--- src/rtl/fft32_seq_ctrl.sv ---
// fft32_seq_ctrl
//   Address/strobe sequencer for a memory-based 32-point radix-2 DIF FFT
//   built around one shared, pipelined butterfly. It loads 32 samples into
//   an external RAM, issues 5 stages x 16 butterflies, writes results back
//   in place after BF_LAT cycles, then unloads the 32 results.
//
// Parameters
//   BF_LAT     cycles from bf_issue to the matching wb_en (legal 1..8)
//
// Compile-time option
//   FFT_OUT_BITREV_EN  defined: ul_addr = bitrev5(u), natural frequency order
//                      undefined: ul_addr = u, DIF bit-reversed order
//
// Ports
//   clk, rst_n               clock (rising edge), async active-low reset
//   start                    begin a transform (sampled only in IDLE)
//   busy, done               not-IDLE flag, one-cycle completion pulse
//   ld_valid/ld_ready/ld_addr         sample load handshake and RAM address
//   bf_issue/bf_addr_a/bf_addr_b      butterfly read strobe and addresses
//   bf_tw_idx/bf_stage                twiddle index k (W32^k) and stage
//   wb_en/wb_addr_a/wb_addr_b         delayed write-back strobe/addresses
//   ul_valid/ul_ready/ul_addr/ul_last result unload handshake
module fft32_seq_ctrl #(
    parameter int unsigned BF_LAT = 2
) (
    input  logic       clk,
    input  logic       rst_n,
    input  logic       start,
    output logic       busy,
    output logic       done,
    input  logic       ld_valid,
    output logic       ld_ready,
    output logic [4:0] ld_addr,
    output logic       bf_issue,
    output logic [4:0] bf_addr_a,
    output logic [4:0] bf_addr_b,
    output logic [3:0] bf_tw_idx,
    output logic [2:0] bf_stage,
    output logic       wb_en,
    output logic [4:0] wb_addr_a,
    output logic [4:0] wb_addr_b,
    output logic       ul_valid,
    input  logic       ul_ready,
    output logic [4:0] ul_addr,
    output logic       ul_last
);

    typedef enum logic [2:0] {
        IDLE,
        LOAD,
        RUN,
        DRAIN,
        UNLOAD
    } state_t;

    state_t     state;
    logic [4:0] n;       // load count
    logic [3:0] j;       // butterfly index within a stage
    logic [2:0] s;       // stage
    logic [3:0] dcnt;    // drain cycle count
    logic [4:0] u;       // unload count
    logic       done_r;

    // ------------------------------------------------------------------
    // Sequencer
    // ------------------------------------------------------------------
    always_ff @(posedge clk or negedge rst_n) begin
        if (!rst_n) begin
            state  <= IDLE;
            n      <= '0;
            j      <= '0;
            s      <= '0;
            dcnt   <= '0;
            u      <= '0;
            done_r <= 1'b0;
        end else begin
            done_r <= 1'b0;
            case (state)
                IDLE: begin
                    if (start) begin
                        state <= LOAD;
                        n     <= '0;
                    end
                end
                LOAD: begin
                    if (ld_valid) begin
                        n <= n + 5'd1;
                        if (n == 5'd31) begin
                            state <= RUN;
                            s     <= '0;
                            j     <= '0;
                        end
                    end
                end
                RUN: begin
                    j <= j + 4'd1;
                    if (j == 4'd15) begin
                        state <= DRAIN;
                        dcnt  <= '0;
                    end
                end
                DRAIN: begin
                    dcnt <= dcnt + 4'd1;
                    // Last write-back of this stage lands in the final drain cycle.
                    if (dcnt == 4'(BF_LAT - 1)) begin
                        if (s == 3'd4) begin
                            state <= UNLOAD;
                            s     <= '0;
                            u     <= '0;
                        end else begin
                            state <= RUN;
                            s     <= s + 3'd1;
                            j     <= '0;
                        end
                    end
                end
                UNLOAD: begin
                    if (ul_ready) begin
                        u <= u + 5'd1;
                        if (u == 5'd31) begin
                            state  <= IDLE;
                            done_r <= 1'b1;
                        end
                    end
                end
                default: state <= IDLE;
            endcase
        end
    end

    // ------------------------------------------------------------------
    // Butterfly address generation
    //   span = 16>>s; a = 2*span*(j/span) + j%span, computed by keeping the
    //   low log2(span) bits of j in place and shifting the group bits up one.
    // ------------------------------------------------------------------
    logic       run;
    logic [4:0] span;
    logic [4:0] mask;
    logic [4:0] jj;
    logic [4:0] k;
    logic [4:0] addr_a_c;
    logic [4:0] addr_b_c;
    logic [3:0] tw_c;

    always_comb begin
        span     = 5'd16 >> s;
        mask     = span - 5'd1;
        jj       = {1'b0, j};
        k        = jj & mask;
        addr_a_c = ((jj & ~mask) << 1) | k;
        addr_b_c = addr_a_c + span;
        tw_c     = k[3:0] << s;
    end

    assign run       = (state == RUN);
    assign bf_issue  = run;
    assign bf_addr_a = run ? addr_a_c : '0;
    assign bf_addr_b = run ? addr_b_c : '0;
    assign bf_tw_idx = run ? tw_c : '0;
    assign bf_stage  = run ? s : '0;

    // ------------------------------------------------------------------
    // Write-back delay line of {issue, addr_a, addr_b}, BF_LAT deep.
    // Held as one flat vector so BF_LAT=1 needs no special case.
    // ------------------------------------------------------------------
    localparam int unsigned W = 11;

    logic [W*BF_LAT-1:0]     dly;
    logic [W*(BF_LAT+1)-1:0] dly_ext;
    logic [W-1:0]            dly_out;

    assign dly_ext = {dly, bf_issue, bf_addr_a, bf_addr_b};

    always_ff @(posedge clk or negedge rst_n) begin
        if (!rst_n) begin
            dly <= '0;
        end else begin
            dly <= dly_ext[W*BF_LAT-1:0];
        end
    end

    assign dly_out   = dly[W*BF_LAT-1 -: W];
    assign wb_en     = dly_out[10];
    assign wb_addr_a = dly_out[9:5];
    assign wb_addr_b = dly_out[4:0];

    // ------------------------------------------------------------------
    // Load / unload / status
    // ------------------------------------------------------------------
    logic [4:0] ul_sel;

`ifdef FFT_OUT_BITREV_EN
    assign ul_sel = {u[0], u[1], u[2], u[3], u[4]};
`else
    assign ul_sel = u;
`endif

    assign busy     = (state != IDLE);
    assign done     = done_r;
    assign ld_ready = (state == LOAD);
    assign ld_addr  = ld_ready ? n : '0;
    assign ul_valid = (state == UNLOAD);
    assign ul_addr  = ul_valid ? ul_sel : '0;
    assign ul_last  = ul_valid && (u == 5'd31);

endmodule

--- config.mk ---
export PLATFORM = sky130hd
export DESIGN_NAME = fft32_seq_ctrl
export DESIGN_NICKNAME = d
export VERILOG_FILES = /design/src/rtl/fft32_seq_ctrl.sv
export SDC_FILE = /design/constraint.sdc
export NUM_CORES = 1
export LEC_CHECK = 0
export ABC_AREA = 1
export ABC_CLOCK_PERIOD_IN_PS = 6800
export CORE_ASPECT_RATIO = 1.75
export CORE_MARGIN = 5
export CORE_UTILIZATION = 40
export CTS_BUF_LIST = sky130_fd_sc_hd__clkbuf_16
export DETAILED_ROUTE_END_ITERATION = 16
export GPL_TIMING_DRIVEN = 0
export PLACE_DENSITY = 0.62
export SLEW_MARGIN = 20
export SYNTH_ARGS = -nofsm -noshare
export SYNTH_HDL_FRONTEND = slang
export SYNTH_SLANG_ARGS = --single-unit
export TNS_END_PERCENT = 50
--- constraint.sdc ---
create_clock -name clk -period 6.8 [get_ports clk]
set_input_delay 1.02 -clock clk [delete_from_list [all_inputs] [get_ports clk]]
set_output_delay 1.02 -clock clk [all_outputs]
set_load 0.03 [all_outputs]
# Yosys cells after proc, flatten, opt, wreduce, memory -nomap -nowiden
# Index checks and enable logic that the tools add are counted.
[classes]
n_shift = 2
add_sub_neg = 7
order_cmp = 0
reduce_logical = 14
bitwise_logic = 4
multipliers = 0
n_div = 0
n_eq_ne = 18
muxes = 37
[ops]
columns = ["op", "count"]
rows = [
  ["two-way mux 5 bit", 9],
  ["two-way mux 3 bit", 13],
  ["two-way mux 4 bit", 6],
  ["one-hot mux 5 bit (2 select lines)", 2],
  ["one-hot mux 3 bit (5 select lines)", 1],
  ["one-hot mux 4 bit (3 select lines)", 1],
  ["adder 5 x 1 -> 5 bit (second input constant)", 2],
  ["equality test 5 bit (second input constant)", 2],
  ["!= test 2 bit (second input constant)", 5],
  ["adder 4 x 1 -> 4 bit (second input constant)", 2],
  ["!= test 2 x 1 -> 1 bit (second input constant)", 4],
  ["one-hot mux 4 bit (2 select lines)", 1],
  ["AND reduction 4 bit", 2],
  ["nonzero test 2 bit", 4],
  ["AND reduction 7 bit", 1],
  ["equality test 3 x 2 -> 1 bit (second input constant)", 2],
  ["equality test 3 bit (second input constant)", 2],
  ["one-hot mux 3 bit (2 select lines)", 1],
  ["nonzero test 3 bit", 2],
  ["adder 5 bit", 1],
  ["bitwise AND 4 x 5 -> 5 bit", 1],
  ["OR 5 bit", 1],
  ["AND reduction 5 bit", 1],
  [">> shifter 5 x 3 -> 5 bit (first input constant)", 1],
  ["other kinds (13)", 15],
]
[word_totals]
ram_bits = 0
ff_bits = 47
out_inout_bits = 44
inputBits = 5
wordCells = 90
rom_bits = 0
latch_bits = 0
mem_count = 0

# Logic depth before layout (Yosys ltp)
[depth]
depth_word = 7
mapped_depth = 19
depth_no_buf = 18

# Least setup slack after synthesis
# OpenSTA, ideal clock, no wires.
[synth_timing]
path_type = "reg-to-output"
from = "register s[0]"
to = "output bf_addr_b[4]"
path_stages_with_launch = 19
path_slack_ps = 3015
path_buffers = 1
arrival_time_ps = 2765
t_required_ps = 5780
path_cell_list = "dfrtp_1 clkbuf_1 inv_1 ha_1 nand2_2 nand2_1 nand2_1 nand2_1 nand2_1 inv_1 fa_1 nand3b_1 nand2_1 nand2_1 nand2_1 inv_1 nand2_1 inv_1 nor2_1"
[synth_between]
elab_chain_len = 7
word_cells_on_any_way = 8
classes_between = "2 x add/sub; 1 x shift; 1 x mux; 4 x bitwise"
[synth_lines]
columns = ["element", "line_no", "rtl"]
rows = [
  ["from (decl)", "59", "logic [2:0] s;"],
  ["from (signal assigned)", "112", "s <= s + 3'd1;"],
  [">> shifter 5 x 3 -> 5 bit (*)", "146", "span = 5'd16 >> s;"],
  ["subtractor 5 x 1 -> 5 bit", "147", "mask = span - 5'd1;"],
  ["inverter 4 bit", "150", "addr_a_c = ((jj & ~mask) << 1) | k;"],
  ["bitwise AND 4 bit", "150", ""],
  ["OR 5 bit", "150", ""],
  ["adder 5 bit (*)", "151", "addr_b_c = addr_a_c + span;"],
  ["two-way mux 5 bit (*)", "158", "assign bf_addr_b = run ? addr_b_c : '0;"],
  ["to (decl)", "36", "output logic [4:0] bf_addr_b,"],
]
# Every way passes the cells marked *; elsewhere a longest branch is shown, timed or not.

# Final worst setup path
# Same ends and word-level chain as after synthesis.

==> impl_metrics.py <==
metrics = {
    "timing": {
        "period_needed_ns": 4.898,
        "post-route-period-util": 0.7203,
        "maxSlewViolCount": 0,
        "rsz0062_at_grt": "no",
        "hold_ws_ns": 0.3453,
        "setup_tns_ns": 0,
        "skew_ns": 0.006812,
        "final-hold-violation-count": 0,
        "setup_viol": 0,
        "fmax_ghz": 0.2042,
    },
    "setup_path": {
        "start_kind": "flip-flop",
        "critPathMaxStageDelay_ns": 0.70,
        "cpMaxStageDelayCell": "clkdlybuf4s50_1",
        "cp.required_ns": 5.78,
        "crit_top_cell": "nand2_1",
        "ff2ff_path_depth": 18,
        "path_class": "flip-flop to primary output",
        "crit_path_end_kind": "primary output",
        "cp.arrival_ns": 3.88,
        "cp_cell_sequence": "clkbuf_1, inv_1, ha_1, nand2_2, nand2_1, nand2_1, nand2_1, nand2_1, inv_1, fa_1, nand3b_1, nand2_1, nand2_1, nand2_1, inv_1, nand2_1, inv_1, nor2_1, clkdlybuf4s50_1",
        "crit_fanout": 9,
    },
    "detailed_routing": {
        "routed_wl_um": 5607,
        "drtIter0Drc": 104,
        "vias": 2114,
        "first_pass_iters": 4,
        "via_per_inst": 4.772,
        "drc": 0,
        "wl_per_cell_um": 12.66,
        "ant_nets": 0,
    },
    "synth": {
        "synth_seq_cells": 47,
        "synth.top_cells.by_area": "dfrtp_1, nand2_1, ha_1",
        "synth_nets": 327,
        "synth_cell_types": 31,
        "async_flop_share": 1.000,
        "synth_cells": 306,
        "yosysTopAreaCell": "dfrtp_1",
        "synth_compound_area_frac": 0.07146,
        "yosys_warnings": 0,
        "synth_ff_type": "dfrtp_1",
        "synth-edff-count": 0,
        "synth-xor-area-share": 0.01713,
        "synth_top_family_by_area": "simple AND/OR/NAND/NOR gates",
        "synth_most_common_cell": "nand2_1",
        "ys_seq_area_frac": 0.4601,
        "avgSynthCellArea_um2": 8.354,
        "synth.mux.area_fraction": 0,
        "synth_adder_area_share": 0.08125,
        "synthSimpleGateAreaFrac": 0.2731,
        "synthTopCellsByCount": "nand2_1, dfrtp_1, nor2_1",
        "synth_top_cell_area_share": 0.4601,
        "synth_area_um2": 2556,
    },
    "cts": {
        "path_clk_slew_ns": 0.06,
        "cts_root_buf": "clkbuf_16",
        "post_cts.repair.setup_buffers": 0,
        "hold_buffers": 0,
        "cts_tree": "yes",
        "h-tree-depth": 2,
        "clk_latency_ns": 0.29,
        "cts_resized": 0,
        "cts_sinks": 47,
        "cts_made_buffers": 5,
        "cts_buffer_depth": 2,
    },
    "pwr": {
        "seqPwrFrac": 0.299,
        "peakVddDrop_uv": 181.5,
        "p_sw_frac": 0.4063,
        "p_per_area_nw_per_um2": 389.6,
        "p_sw_uw": 529.5,
        "p_clk_frac": 0.241,
        "p_int_uw": 773.6,
        "combPwrFrac": 0.460,
        "leakage_uw": 0.001658,
    },
    "global_route": {
        "grt.busiest_layer": "met2",
        "grt_max_degree": 33,
        "grt_use_met1": 0.1711,
        "grt_pass1_vias": 2124,
        "met2_usage": 0.2710,
        "gr-usage-all-layers": 0.1520,
        "overflow": 0,
        "antenna_found_initial": 0,
        "grt_pass1_wl_um": 9846,
        "use_met3": 0.02083,
    },
    "finish": {
        "syn2layout_area_growth_pct": 30.84,
        "nNetsFinal": 383,
        "drive_gt1_frac": 0.1185,
        "antenna_cells": 0,
    },
    "floorplanning": {
        "dieArea_um2": 8152,
        "core_um2": 6228,
        "fp-row-count": 38,
        "dieHeight_um": 115.8,
        "floorplan.initialDensity": 0.4104,
        "ios": 49,
        "die_w_um": 70.43,
    },
    "run": {
        "drv_cap": 0,
    },
    "run_status": {
        "status": "completed",
    },
    "place": {
        "dp_hpwl_um": 4412,
        "portBuffers": 48,
        "gp_congestion": 0.8471,
    },
    "hold_path": {
        "min_path_cells": 0,
        "hold_path_class": "flip-flop to flip-flop",
    },
}
[cells in the final DEF, fill, tap and decap left out, types with 2 or more instances in the layout]
cell type / count
a21oi_1: 9
buf_2: 2
buf_4: 10
buf_6: 2
bufinv_16: 2
clkbuf_1: 3
clkbuf_16: 5
clkdlybuf4s50_1: 47
dfrtp_1: 47
ha_1: 15
inv_1: 30
inv_2: 3
nand2_1: 62
nand2_2: 5
nand3_1: 29
nand3b_1: 3
nand4_1: 3
nor2_1: 40
nor2_2: 5
nor2_4: 2
nor3_1: 3
o21ai_0: 12
o21ai_1: 7
xor2_1: 5
[state kept, by name (all words and copies together), names as in the netlist]
name and count:
dly 22, done 1, j 4, state 3
dcnt 4, s 3, u 5, n 5
[layout make-up]
type | instances | area (um2)
timing repair buffer | 49 | 495.5
sequential | 47 | 1176
clock inverter | 3 | 67.56
multi-input combinational | 209 | 1136
inverter | 34 | 130.1
buffer | 16 | 113.9
fill | 587 | 2884
clock buffer | 5 | 125.1
tap | 80 | 100.1
[per-stage QoR]
stage	cells	utilization	instance area (um2)	worst slack, ns	total power, uW
6_report	443	0.5370	3344	1.902	1303
5_1_grt	443	0.5370	3344	1.574	1401
4_1_cts	443	0.5370	3344	1.855	1321
3_5_place_dp	435	0.5060	3152	2.169	1001
3_3_place_gp	434	0.5036	3137	2.192	990.9
2_1_floorplan	306	-	2556	3.015	813.4
[critical path: cells and delay by family, from the launching register on]
kind / cells / cell delay [ns]
buffers and inverters: 6 / 1.34
AND/OR/NAND/NOR: 11 / 1.15
flip-flops: 1 / 0.37
adder cells (fa/ha/maj): 2 / 0.72
[metal layers]
| layer | wire length (um) | share of wire |
|---|---|---|
| met1 | 2250 | 0.40 |
| met2 | 2987 | 0.53 |
| met3 | 172 | 0.031 |
| met4 | 196 | 0.035 |
| met5 | 0 | 0 |
[final timing paths]
path / from / endpoint / slack (ns)
worst max-delay path: s[0] / bf_addr_b[4] / 1.90
worst min-delay path: dly[0] / dly[11] / 0.35
worst max register to register: s[0] / dly[4] / 3.82
worst min register to register: dly[0] / dly[11] / 0.35
max in group asynchronous: rst_n / s[0] / 5.66
min in group asynchronous: rst_n / dly[7] / 0.64
[logic make-up (layout without fill, tap and decap cells)]
group                      Yosys count  in the layout
other                                1              1
adders and majority gates           16             16
DFF                                 47             47
and+or+nand+nor                    155            155
buffers and inverters               50            107
AOI/OAI and AO/OA                   32             32
xor gates and xnor gates             5              5
[power by group through the flow]
| stage | registers (uW) | clock network, uW | logic, uW |
|---|---|---|---|
| floorplan | 389 | 0 | 424 |
| global placement | 392 | 0 | 598 |
| detailed placement | 395 | 0 | 606 |
| CTS | 390 | 321 | 609 |
| global route | 399 | 331 | 671 |
| finish | 389 | 314 | 600 |
Power figures use the tool's default switching activity.
